--- src/rtl/led_pattern_pkg.sv ---
// Mode encoding shared between the push-button mode counter and the LED pattern generator.
package led_pattern_pkg;

    typedef logic [1:0] mode_t;

    localparam mode_t MODE_OFF    = 2'd0;
    localparam mode_t MODE_BLINK  = 2'd1;
    localparam mode_t MODE_RUN    = 2'd2;
    localparam mode_t MODE_BREATH = 2'd3;

endpackage

--- src/rtl/led_pattern_gen_tick_gen.sv ---
// Pattern tick prescaler: one-cycle tick every TICK_DIV clocks, synchronously restartable via clr.
module tick_gen #(
    parameter int unsigned TICK_DIV = 12_000_000
) (
    input  logic clk,
    input  logic rst_n,
    input  logic clr,
    output logic tick
);

    localparam int unsigned CW = (TICK_DIV > 1) ? $clog2(TICK_DIV) : 1;
    localparam logic [CW-1:0] LAST = CW'(TICK_DIV - 1);

    logic [CW-1:0] presc_q;
    logic [CW-1:0] presc_d;

    always_comb begin
        presc_d = presc_q + CW'(1);
        if (clr || (presc_q == LAST)) begin
            presc_d = '0;
        end
    end

    always_ff @(posedge clk or negedge rst_n) begin
        if (!rst_n) begin
            presc_q <= '0;
        end else begin
            presc_q <= presc_d;
        end
    end

    assign tick = (presc_q == LAST);

endmodule

--- src/rtl/led_pattern_gen.sv ---
// LED pattern generator: OFF / BLINK / RUN / BREATH selected by mode, restarted on every mode change.
// BREATH PWM is built only when LED_PATTERN_BREATH_EN is defined; otherwise mode 3 is steady all-ones.
module led_pattern_gen
    import led_pattern_pkg::*;
#(
    parameter int unsigned TICK_DIV  = 12_000_000,
    parameter int unsigned LED_WIDTH = 4,
    parameter int unsigned PWM_BITS  = 8
) (
    input  logic                 clk,
    input  logic                 rst_n,
    input  logic [1:0]           mode,
    output logic [LED_WIDTH-1:0] led
);

    if (TICK_DIV < 2) begin : g_bad_tick_div
        $error("TICK_DIV must be >= 2");
    end
    if (LED_WIDTH < 2) begin : g_bad_led_width
        $error("LED_WIDTH must be >= 2");
    end
    if (PWM_BITS < 1) begin : g_bad_pwm_bits
        $error("PWM_BITS must be >= 1");
    end

    mode_t                mode_q;
    mode_t                mode_d;
    logic [LED_WIDTH-1:0] led_q;
    logic [LED_WIDTH-1:0] led_d;
    logic                 entry_c;
    logic                 tick_c;

`ifdef LED_PATTERN_BREATH_EN
    localparam logic [PWM_BITS-1:0] DUTY_MAX = {PWM_BITS{1'b1}};

    logic [PWM_BITS-1:0] duty_q;
    logic [PWM_BITS-1:0] duty_d;
    logic                dir_q;
    logic                dir_d;
    logic [PWM_BITS-1:0] pwm_cnt_q;
    logic [PWM_BITS-1:0] pwm_cnt_d;
`endif

    assign entry_c = (mode != mode_q);

    tick_gen #(
        .TICK_DIV (TICK_DIV)
    ) u_tick_gen (
        .clk   (clk),
        .rst_n (rst_n),
        .clr   (entry_c),
        .tick  (tick_c)
    );

    // Mode entry takes priority over a coincident tick, which is dropped.
    always_comb begin
        mode_d = mode_q;
        led_d  = led_q;
`ifdef LED_PATTERN_BREATH_EN
        duty_d    = duty_q;
        dir_d     = dir_q;
        pwm_cnt_d = pwm_cnt_q + PWM_BITS'(1);
`endif
        if (entry_c) begin
            mode_d = mode;
`ifdef LED_PATTERN_BREATH_EN
            duty_d    = '0;
            dir_d     = 1'b0;
            pwm_cnt_d = '0;
`endif
            case (mode)
                MODE_OFF:    led_d = '0;
                MODE_BLINK:  led_d = '1;
                MODE_RUN:    led_d = LED_WIDTH'(1);
`ifdef LED_PATTERN_BREATH_EN
                MODE_BREATH: led_d = '0;
`else
                MODE_BREATH: led_d = '1;
`endif
                default:     led_d = '0;
            endcase
        end else begin
            case (mode_q)
                MODE_OFF: led_d = '0;
                MODE_BLINK: begin
                    if (tick_c) led_d = ~led_q;
                end
                MODE_RUN: begin
                    if (tick_c) led_d = {led_q[LED_WIDTH-2:0], led_q[LED_WIDTH-1]};
                end
                MODE_BREATH: begin
`ifdef LED_PATTERN_BREATH_EN
                    led_d = {LED_WIDTH{pwm_cnt_q < duty_q}};
                    // Triangle duty: turn around at both ends without repeating the end value.
                    if (tick_c) begin
                        if (!dir_q) begin
                            if (duty_q == DUTY_MAX) begin
                                dir_d  = 1'b1;
                                duty_d = DUTY_MAX - PWM_BITS'(1);
                            end else begin
                                duty_d = duty_q + PWM_BITS'(1);
                            end
                        end else begin
                            if (duty_q == '0) begin
                                dir_d  = 1'b0;
                                duty_d = PWM_BITS'(1);
                            end else begin
                                duty_d = duty_q - PWM_BITS'(1);
                            end
                        end
                    end
`endif
                end
                default: led_d = '0;
            endcase
        end
    end

    always_ff @(posedge clk or negedge rst_n) begin
        if (!rst_n) begin
            mode_q <= MODE_OFF;
            led_q  <= '0;
        end else begin
            mode_q <= mode_d;
            led_q  <= led_d;
        end
    end

`ifdef LED_PATTERN_BREATH_EN
    always_ff @(posedge clk or negedge rst_n) begin
        if (!rst_n) begin
            duty_q    <= '0;
            dir_q     <= 1'b0;
            pwm_cnt_q <= '0;
        end else begin
            duty_q    <= duty_d;
            dir_q     <= dir_d;
            pwm_cnt_q <= pwm_cnt_d;
        end
    end
`endif

    assign led = led_q;

endmodule

--- config.mk ---
export PLATFORM = sky130hd
export DESIGN_NAME = led_pattern_gen
export DESIGN_NICKNAME = d
export VERILOG_FILES = /design/src/rtl/led_pattern_pkg.sv /design/src/rtl/led_pattern_gen_tick_gen.sv /design/src/rtl/led_pattern_gen.sv
export SDC_FILE = /design/constraint.sdc
export NUM_CORES = 1
export LEC_CHECK = 0
export ABC_AREA = 0
export CORE_MARGIN = 2
export CORE_UTILIZATION = 45
export CTS_BUF_LIST = sky130_fd_sc_hd__clkbuf_16
export DETAILED_ROUTE_END_ITERATION = 8
export MAX_ROUTING_LAYER = met4
export PLACE_DENSITY = 0.59
export SLEW_MARGIN = 5
export SYNTH_ARGS = -nofsm -noshare
export SYNTH_HDL_FRONTEND = slang
export SYNTH_SLANG_ARGS = --single-unit
--- constraint.sdc ---
create_clock -name clk -period 4.53 [get_ports clk]
set_clock_uncertainty 0.15 [all_clocks]
set_input_delay 1.359 -clock clk [delete_from_list [all_inputs] [get_ports clk]]
set_output_delay 1.359 -clock clk [all_outputs]
set_load 0.02 [all_outputs]
# --- After elaboration in Yosys (flattened, before gate mapping) ---
# Index checks and enable logic that the tools add are counted.
classes:
  n_div: 0
  shift: 0
  n_reduce_logical: 6
  multipliers: 0
  mux: 6
  bitwise_logic: 1
  n_lt_le_gt_ge: 0
  addsub: 1
  n_eq_ne: 9
op_table:
  columns: ["cell", "count"]
  rows:
  - ["adder 24 x 1 -> 24 bit, second input constant", 1]
  - ["equality test 24 bit, second input constant", 1]
  - ["two-way mux 24 bit", 1]
  - ["one-hot mux 4 bit (3 select lines)", 2]
  - ["two-way mux 4 bit", 3]
  - ["equality test 2 bit, second input constant", 3]
  - ["inequality test 3 x 2 -> 1 bit, second input constant", 2]
  - ["equality test 2 x 1 -> 1 bit, second input constant", 2]
  - ["logical NOT 2 bit", 2]
  - ["inverter 4 bit", 1]
  - ["nonzero test 4 bit", 1]
  - ["AND reduction 3 bit", 1]
  - ["inequality test 2 bit", 1]
  - ["OR reduction 2 bit", 1]
  - ["logical OR 1 bit", 1]
word_totals:
  memories: 0
  elab_cells: 26
  ramBits: 0
  output_inout_bits: 4
  latch_bits: 0
  register_bits: 30
  rom_bits: 0

# --- Logic depth before layout (Yosys ltp) ---
# Gate-level depths: netlist of run 1.
logic_depth:
  ltp_word: 4
  depth_mapped: 6
  mapped_depth_nobuf: 6

# --- Modules after synthesis ---
# Synthesis of run 1 repeated with hierarchy kept, for this count alone.
unflattened:
  hier_cells: 178
  area_unflattened_um2: 1671.6
by_module_without_submodules:
  columns: ["mod", "seq_area_each_um2", "instances", "cells_each", "area_per_inst_um2"]
  rows:
  - ["tick_gen", 600.6, 1, 134, 1251.2]
  - ["led_pattern_gen", 150.1, 1, 44, 420.4]

# --- Least setup slack after synthesis of run 1 ---
# No wires, ideal clock.
synth_path:
  path_type: "input to register"
  from: "input port mode[1]"
  to: "register led_q[0] (netlist: led[0])"
  setup_ps: 125
  slack_ps: 1974
  cell_stages: 4
  arrival_time_ps: 2282
  path_cell_list: "xnor2_1 -> o311a_1 -> o41ai_4 -> mux2_2"
synth_via:
  elab_chain_cells: 4
synth_rtl:
  columns: ["item", "line", "rtl"]
  rows:
  - ["start, declared", "led_pattern_gen.sv:12", "input logic [1:0] mode,"]
  - ["equality test 2 bit or equality test 2 x 1 -> 1 bit (tied branches)", "led_pattern_gen.sv:71", "case (mode)"]
  - ["OR reduction 2 bit (no source line)", null, null]
  - ["one-hot mux 4 bit (3 select lines)", "led_pattern_gen.sv:71", null]
  - ["two-way mux 4 bit", "led_pattern_gen.sv:64", "if (entry_c) begin"]
  - ["end signal, assigned", "led_pattern_gen.sv:125", "led_q <= led_d;"]
  - ["end, declared", "led_pattern_gen.sv:28", "logic [LED_WIDTH-1:0] led_q;"]
# Several ways; a longest one is shown, not always the timed one.
# A chain may end at the register's enable or synchronous reset.

# --- Final worst setup path of run 1 ---
layout_path:
  from: "input port mode[1]"
  to: "register led_q[2] (netlist: led[2])"
# The elaborated chain is that of the path after synthesis.

==> results of run 1 <==
## flip-flops by register name (all words and copies together) (netlist names)
| signal | flops |
|---|---|
| led | 4 |
| u_tick_gen.presc_q | 24 |
| mode_q | 2 |
## synthesized netlist by cell type
| master | n | share of area (%) |
|---|---|---|
| a21bo_2 | 1 | 0.61 |
| a21oi_1 | 11 | 3.4 |
| a22oi_1 | 3 | 1.4 |
| and2_1 | 4 | 1.5 |
| and3_1 | 3 | 1.1 |
| and4_1 | 4 | 2.1 |
| and4bb_2 | 1 | 0.77 |
| buf_2 | 4 | 1.2 |
| clkbuf_1 | 5 | 1.1 |
| dfrtp_1 | 30 | 46 |
| ha_1 | 4 | 3.1 |
| inv_1 | 8 | 1.8 |
| mux2_2 | 4 | 2.8 |
| nand2_1 | 6 | 1.4 |
| nand2_2 | 1 | 0.38 |
| nand3_1 | 9 | 2.8 |
| nand4_1 | 9 | 3.4 |
| nor2_1 | 15 | 3.4 |
| nor2b_1 | 1 | 0.38 |
| nor3b_1 | 1 | 0.46 |
| nor4b_2 | 1 | 0.92 |
| o2111ai_1 | 1 | 0.54 |
| o21ai_0 | 13 | 4.0 |
| o311a_1 | 1 | 0.61 |
| o31ai_1 | 2 | 0.92 |
| o31ai_2 | 1 | 0.77 |
| o41ai_4 | 1 | 1.7 |
| or3_1 | 9 | 3.4 |
| or4_1 | 2 | 0.92 |
| xnor2_1 | 4 | 2.1 |
| xor2_1 | 9 | 4.8 |
## per-stage QoR
stage,cell area [µm²],std cells,utilization [%]
after CTS,1876,221,54.91
final,1876,221,54.91
after global routing,1876,221,54.91
after global placement,1738,213,50.88
after floorplan,1633,168,-
after detailed placement,1738,213,50.88
## metal layers
metal  vias to the layer above  GRT usage [%]  routed length, µm  share of wire [%]
met5                         -              -                  0                  0
met4                         0          6.915                 68                2.1
met3                         7          5.634                120                3.7
met2                        22          31.25               1607                 50
met1                       603          21.11               1427                 44
li1                        618              -                  -                  -
## cell families after synthesis
group	share of synthesized area (%)
adders and majority gates	3.065
xor gates and xnor gates	6.973
DFF	45.98
muxes	2.758
buffers and inverters	4.215
AOI/OAI and AO/OA	13.87
and+or+nand+nor	23.14
## path summary, 6_finish.rpt
| path | from | to | slack, ns | cells past startpoint |
|---|---|---|---|---|
| worst max register to register | u_tick_gen.presc_q[10] | u_tick_gen.presc_q[18] | 2.23 | 4 |
| worst max-delay path | mode[1] | led[2] | 1.63 | 5 |
| max in group asynchronous | rst_n | led[3] | 2.62 | 2 |
| min in group asynchronous | rst_n | u_tick_gen.presc_q[23] | 1.32 | 2 |
| worst min register to register | u_tick_gen.presc_q[0] | u_tick_gen.presc_q[0] | 0.30 | 1 |
| worst min-delay path | u_tick_gen.presc_q[0] | u_tick_gen.presc_q[0] | 0.30 | 1 |
## where the power goes
group	switching, mW	leakage, nW	total (mW)	internal [mW]
registers	0.00740	0.406	0.284	0.277
logic	0.0382	0.280	0.0673	0.0291
clock network	0.114	0.0724	0.312	0.198
total	0.159	0.758	0.663	0.504
## area by class of cell
cell class,instances,area (µm²)
Fill cell,324,1540
Multi-Input combinational cell,121,822.0
Sequential cell,30,750.7
Clock buffer,5,125.1
Timing Repair Buffer,8,77.57
Tap cell,46,57.56
Inverter,8,30.03
Clock inverter,3,12.51
==> run_summary.xml, run 1 <==
<?xml version="1.0" encoding="UTF-8"?>
<metrics>
  <group name="route">
    <metric name="routed_via_density" unit="">5.656</metric>
    <metric name="route.vias.total" unit="">1250</metric>
    <metric name="antenna_left" unit="">0</metric>
    <metric name="detail_route.wl_per_cell" unit="µm">14.59</metric>
    <metric name="drt-pass1-iter-count" unit="">4</metric>
    <metric name="drt_iter0_drcs" unit="">63</metric>
    <metric name="routed_wirelength" unit="µm">3224</metric>
    <metric name="drcViolationCount" unit="">0</metric>
  </group>
  <group name="final_layout">
    <metric name="area_growth" unit="%">14.87</metric>
    <metric name="nets" unit="">182</metric>
    <metric name="layout-drive-gt1-share" unit="%">9.714</metric>
    <metric name="top_library_cells_by_usage_in_the_layout_fill_and_taps_aside" unit="">dfrtp_1, nor2_1, o21ai_0</metric>
    <metric name="diodes" unit="">0</metric>
    <metric name="layout.cells.most_common" unit="">dfrtp_1</metric>
  </group>
  <group name="floorplan">
    <metric name="die-area" unit="µm²">4126</metric>
    <metric name="rows" unit="">21</metric>
    <metric name="core_area" unit="µm²">3416</metric>
    <metric name="chipHeight" unit="µm">64.24</metric>
    <metric name="initial_core_utilization" unit="%">47.80</metric>
    <metric name="chipWidth" unit="µm">64.24</metric>
    <metric name="ios" unit="">8</metric>
  </group>
  <group name="synth">
    <metric name="yosysUniqueCellTypes" unit="">31</metric>
    <metric name="post_synth_design_cell_area" unit="µm²">1633</metric>
    <metric name="synth.ff_latch_count" unit="">30</metric>
    <metric name="syn_nets" unit="">176</metric>
    <metric name="synth_cells" unit="">168</metric>
    <metric name="synth_seq_area_share" unit="%">45.98</metric>
    <metric name="syn_avg_cell_area" unit="µm²">9.719</metric>
    <metric name="warnings_from_yosys" unit="">0</metric>
  </group>
  <group name="timing">
    <metric name="hold_ws" unit="ns">0.3040</metric>
    <metric name="timing_worst_slew_pin_value" unit="ns">0.8816</metric>
    <metric name="period_needed" unit="ns">2.902</metric>
    <metric name="setup_repair_after_global_routing_missed_its_margin" unit="">no</metric>
    <metric name="timing_max_transition_violations_final" unit="">0</metric>
    <metric name="timing_hold_violations_final" unit="">0</metric>
    <metric name="setup_ws" unit="ns">1.628</metric>
    <metric name="totalNegativeSetupSlack" unit="ns">0</metric>
    <metric name="fmaxAchievable" unit="GHz">0.3446</metric>
    <metric name="layout_worst_path_cycle_share" unit="%">64.06</metric>
    <metric name="max-slew-margin-rel" unit="%">41.23</metric>
    <metric name="setup_viol" unit="">0</metric>
  </group>
  <group name="worst_setup_path">
    <metric name="element_type_at_the_critical_path_end" unit="">flip-flop</metric>
    <metric name="crit_path_cell_trace" unit="">clkdlybuf4s50_1 -&gt; xnor2_1 -&gt; o311a_1 -&gt; o41ai_4 -&gt; mux2_2</metric>
    <metric name="cp.required" unit="ns">4.53</metric>
    <metric name="critPathArrivalTime" unit="ns">2.91</metric>
    <metric name="critical_path.top_delay_family" unit="">buffers and inverters</metric>
    <metric name="critical_path_peak_fanout" unit="">6</metric>
    <metric name="worst-path-buf-inv" unit="">1</metric>
    <metric name="crit_path_start_kind" unit="">input pin</metric>
    <metric name="cpPeakStageDelay" unit="ns">0.45</metric>
    <metric name="category_of_the_critical_setup_timing_path" unit="">in -&gt; reg</metric>
    <metric name="critical-path-slowest-cell" unit="">clkdlybuf4s50_1</metric>
  </group>
  <group name="power">
    <metric name="design_power_total" unit="mW">0.6630</metric>
    <metric name="power_leakage" unit="nW">0.7583</metric>
    <metric name="vdd.ir_drop.worst" unit="mV">0.2271</metric>
    <metric name="power_density" unit="nW/µm²">353.5</metric>
  </group>
  <group name="global_routing">
    <metric name="grt_start_max_net_pins" unit="">31</metric>
    <metric name="grt.total_usage" unit="%">18.67</metric>
    <metric name="grt_pass1_wl" unit="µm">5809</metric>
    <metric name="number_of_global_route_vias_before_repair" unit="">1269</metric>
    <metric name="grt_antenna_before_repair" unit="">0</metric>
    <metric name="grt_overflow_total" unit="">0</metric>
  </group>
  <group name="place">
    <metric name="post-place-ws" unit="ns">1.332</metric>
    <metric name="place.detailed.hpwl" unit="µm">2214</metric>
    <metric name="gp_congestion" unit="">0.8890</metric>
    <metric name="place.port_buffers" unit="">7</metric>
  </group>
  <group name="worst_hold_path">
    <metric name="min-delay-path-class" unit="">reg -&gt; reg</metric>
  </group>
  <group name="flow_run">
    <metric name="cap_viol_max_count" unit="">0</metric>
  </group>
  <group name="clocking">
    <metric name="path_clk_slew" unit="ns">0.05</metric>
    <metric name="tritoncts" unit="">yes</metric>
    <metric name="cts_made_buffers" unit="">5</metric>
    <metric name="post-cts-setup-buffers" unit="">0</metric>
    <metric name="clock_sink_count" unit="">30</metric>
    <metric name="cts_hold_buffers" unit="">0</metric>
    <metric name="clk_path_buf_depth" unit="">2</metric>
    <metric name="clock_latency" unit="ns">0.28</metric>
    <metric name="cts_resized" unit="">0</metric>
    <metric name="h_tree_lvls" unit="">2</metric>
    <metric name="clk_root_buffer_cell" unit="">clkbuf_16</metric>
  </group>
  <group name="status">
    <metric name="run_status" unit="">finished clean</metric>
  </group>
</metrics>
Power figures use the tool's default switching activity.
==> run 2: changes to the inputs <==
==> constraint.sdc (replaced) <==
create_clock -name clk -period 2.73 [get_ports clk]
set_clock_uncertainty 0.15 [all_clocks]
set_input_delay 0.819 -clock clk [delete_from_list [all_inputs] [get_ports clk]]
set_output_delay 0.819 -clock clk [all_outputs]
set_load 0.02 [all_outputs]
==> run_summary.xml, run 2 (synthesis results as in run 1) <==
<?xml version="1.0" encoding="UTF-8"?>
<metrics>
  <group name="floorplan">
    <metric name="chipWidth" unit="µm">64.24</metric>
    <metric name="chipHeight" unit="µm">64.24</metric>
    <metric name="initial_core_utilization" unit="%">47.80</metric>
    <metric name="rows" unit="">21</metric>
    <metric name="die-area" unit="µm²">4126</metric>
    <metric name="core_area" unit="µm²">3416</metric>
    <metric name="ios" unit="">8</metric>
  </group>
  <group name="clocking">
    <metric name="tritoncts" unit="">yes</metric>
    <metric name="path_clk_slew" unit="ns">0.05</metric>
    <metric name="h_tree_lvls" unit="">2</metric>
    <metric name="clock_sink_count" unit="">30</metric>
    <metric name="cts_hold_buffers" unit="">0</metric>
    <metric name="clock_latency" unit="ns">0.27</metric>
    <metric name="cts_made_buffers" unit="">5</metric>
    <metric name="cts_resized" unit="">0</metric>
    <metric name="post-cts-setup-buffers" unit="">0</metric>
    <metric name="clk_root_buffer_cell" unit="">clkbuf_16</metric>
    <metric name="clk_path_buf_depth" unit="">2</metric>
  </group>
  <group name="worst_setup_path">
    <metric name="reg_to_reg_critical_path_startpoint" unit="">u_tick_gen.presc_q[13]</metric>
    <metric name="timing.reg2reg.worst_path_depth" unit="">4</metric>
    <metric name="crit_path_start_kind" unit="">input pin</metric>
    <metric name="category_of_the_critical_setup_timing_path" unit="">in -&gt; reg</metric>
    <metric name="critical_path_peak_fanout" unit="">6</metric>
    <metric name="critPathArrivalTime" unit="ns">2.37</metric>
    <metric name="element_type_at_the_critical_path_end" unit="">flip-flop</metric>
    <metric name="cp.required" unit="ns">2.73</metric>
    <metric name="reg2reg_setup_slack" unit="ns">0.44</metric>
    <metric name="worst_r2r_endpoint" unit="">u_tick_gen.presc_q[7]</metric>
  </group>
  <group name="power">
    <metric name="power.share.switching" unit="%">23.21</metric>
    <metric name="vdd.ir_drop.worst" unit="mV">0.3250</metric>
    <metric name="internal-power" unit="mW">0.8354</metric>
    <metric name="power.switching" unit="mW">0.2525</metric>
    <metric name="power_leakage" unit="nW">0.7583</metric>
    <metric name="power.share.sequential" unit="%">43.3</metric>
    <metric name="power_frac_clock" unit="%">46.5</metric>
    <metric name="power_density" unit="nW/µm²">580.0</metric>
    <metric name="combPwrFrac" unit="%">10.2</metric>
  </group>
  <group name="final_layout">
    <metric name="layout.cells.most_common" unit="">dfrtp_1</metric>
    <metric name="nFillCells" unit="">337</metric>
    <metric name="area_growth" unit="%">14.87</metric>
    <metric name="nets" unit="">182</metric>
    <metric name="layout-drive-gt1-share" unit="%">9.714</metric>
    <metric name="largest_register_ffs" unit="">24</metric>
    <metric name="diodes" unit="">0</metric>
    <metric name="top_library_cells_by_usage_in_the_layout_fill_and_taps_aside" unit="">dfrtp_1, nor2_1, o21ai_0</metric>
    <metric name="register_with_the_most_flip_flops" unit="">u_tick_gen.presc_q</metric>
  </group>
  <group name="route">
    <metric name="drcViolationCount" unit="">0</metric>
    <metric name="antenna_left" unit="">0</metric>
    <metric name="drt-pass1-iter-count" unit="">4</metric>
    <metric name="routed_via_density" unit="">5.615</metric>
    <metric name="routed_wirelength" unit="µm">3145</metric>
    <metric name="drt_iter0_drcs" unit="">89</metric>
    <metric name="detail_route.wl_per_cell" unit="µm">14.23</metric>
    <metric name="route.vias.total" unit="">1241</metric>
  </group>
  <group name="timing">
    <metric name="timing_max_transition_violations_final" unit="">0</metric>
    <metric name="period_needed" unit="ns">2.365</metric>
    <metric name="setup_viol" unit="">0</metric>
    <metric name="fmaxAchievable" unit="GHz">0.4229</metric>
    <metric name="hold_ws" unit="ns">0.2985</metric>
    <metric name="max-slew-margin-rel" unit="%">40.22</metric>
    <metric name="layout_worst_path_cycle_share" unit="%">86.63</metric>
    <metric name="timing_hold_violations_final" unit="">0</metric>
    <metric name="totalNegativeSetupSlack" unit="ns">0</metric>
    <metric name="timing_worst_slew_pin_value" unit="ns">0.8967</metric>
    <metric name="setup_repair_after_global_routing_missed_its_margin" unit="">no</metric>
  </group>
  <group name="worst_hold_path">
    <metric name="min_to" unit="">u_tick_gen.presc_q[0]</metric>
    <metric name="min-delay-start" unit="">u_tick_gen.presc_q[0]</metric>
    <metric name="min-delay-path-class" unit="">reg -&gt; reg</metric>
    <metric name="hold_depth" unit="">1</metric>
  </group>
  <group name="global_routing">
    <metric name="grt.total_usage" unit="%">18.94</metric>
    <metric name="grt_start_max_net_pins" unit="">31</metric>
    <metric name="grt_antenna_before_repair" unit="">0</metric>
    <metric name="grt_overflow_total" unit="">0</metric>
    <metric name="grt_pass1_wl" unit="µm">5796</metric>
    <metric name="number_of_global_route_vias_before_repair" unit="">1258</metric>
  </group>
  <group name="status">
    <metric name="run_status" unit="">finished clean</metric>
  </group>
  <group name="flow_run">
    <metric name="cap_viol_max_count" unit="">0</metric>
  </group>
  <group name="place">
    <metric name="place.detailed.hpwl" unit="µm">2189</metric>
    <metric name="place.port_buffers" unit="">7</metric>
    <metric name="gp_congestion" unit="">0.8851</metric>
  </group>
</metrics>
## run 2: power groups by stage
stage / Sequential [mW] / Combinational (mW) / Clock, mW
after global placement: 0.478 / 0.109 / 0
final: 0.471 / 0.110 / 0.506
after floorplan: 0.488 / 0.0561 / 0
after global routing: 0.474 / 0.123 / 0.542
after CTS: 0.471 / 0.113 / 0.519
after detailed placement: 0.478 / 0.113 / 0
## run 2: area by class of cell
| type | instances | area [µm²] | area share, % |
|---|---|---|---|
| Clock buffer | 5 | 125.1 | 6.671 |
| Sequential cell | 30 | 750.7 | 40.03 |
| Tap cell | 46 | 57.56 | 3.069 |
| Timing Repair Buffer | 8 | 77.57 | 4.136 |
| Inverter | 8 | 30.03 | 1.601 |
| Clock inverter | 3 | 12.51 | 0.6671 |
| Multi-Input combinational cell | 121 | 822.0 | 43.83 |
## run 2: worst max path at each step
stage,startpoint,endpoint,slack [ns],cells past startpoint
2_1_floorplan,mode[1],led[0],0.71,4
3_3_place_gp,mode[1],led[1],0.16,5
3_5_place_dp,mode[1],led[2],0.07,5
4_1_cts,mode[1],led[2],0.36,5
5_1_grt,mode[1],led[3],0.28,5
6_report,mode[1],led[2],0.37,5
## run 2: per-stage QoR
stage | setup WS [ns] | power (mW) | cells | util (%) | cell area (µm²)
2_1_floorplan | 0.7138 | 0.5443 | 168 | - | 1633
3_3_place_gp | 0.1648 | 0.5872 | 213 | 50.88 | 1738
3_5_place_dp | 0.06895 | 0.5914 | 213 | 50.88 | 1738
4_1_cts | 0.3621 | 1.103 | 221 | 54.91 | 1876
5_1_grt | 0.2842 | 1.139 | 221 | 54.91 | 1876
6_report | 0.3651 | 1.088 | 221 | 54.91 | 1876
## run 2: worst max-delay path, stage by stage
cell and delay (ns):
clkdlybuf4s50_1 0.45, xnor2_1 0.39, o311a_1 0.30, o41ai_4 0.12
mux2_2 0.29
## run 2: metal layers
layer / global-route usage [%] / share of wire, %
met1: 23.16 / 45
met2: 30.21 / 49
met3: 5.458 / 3.4
met4: 6.383 / 1.6
met5: - / 0
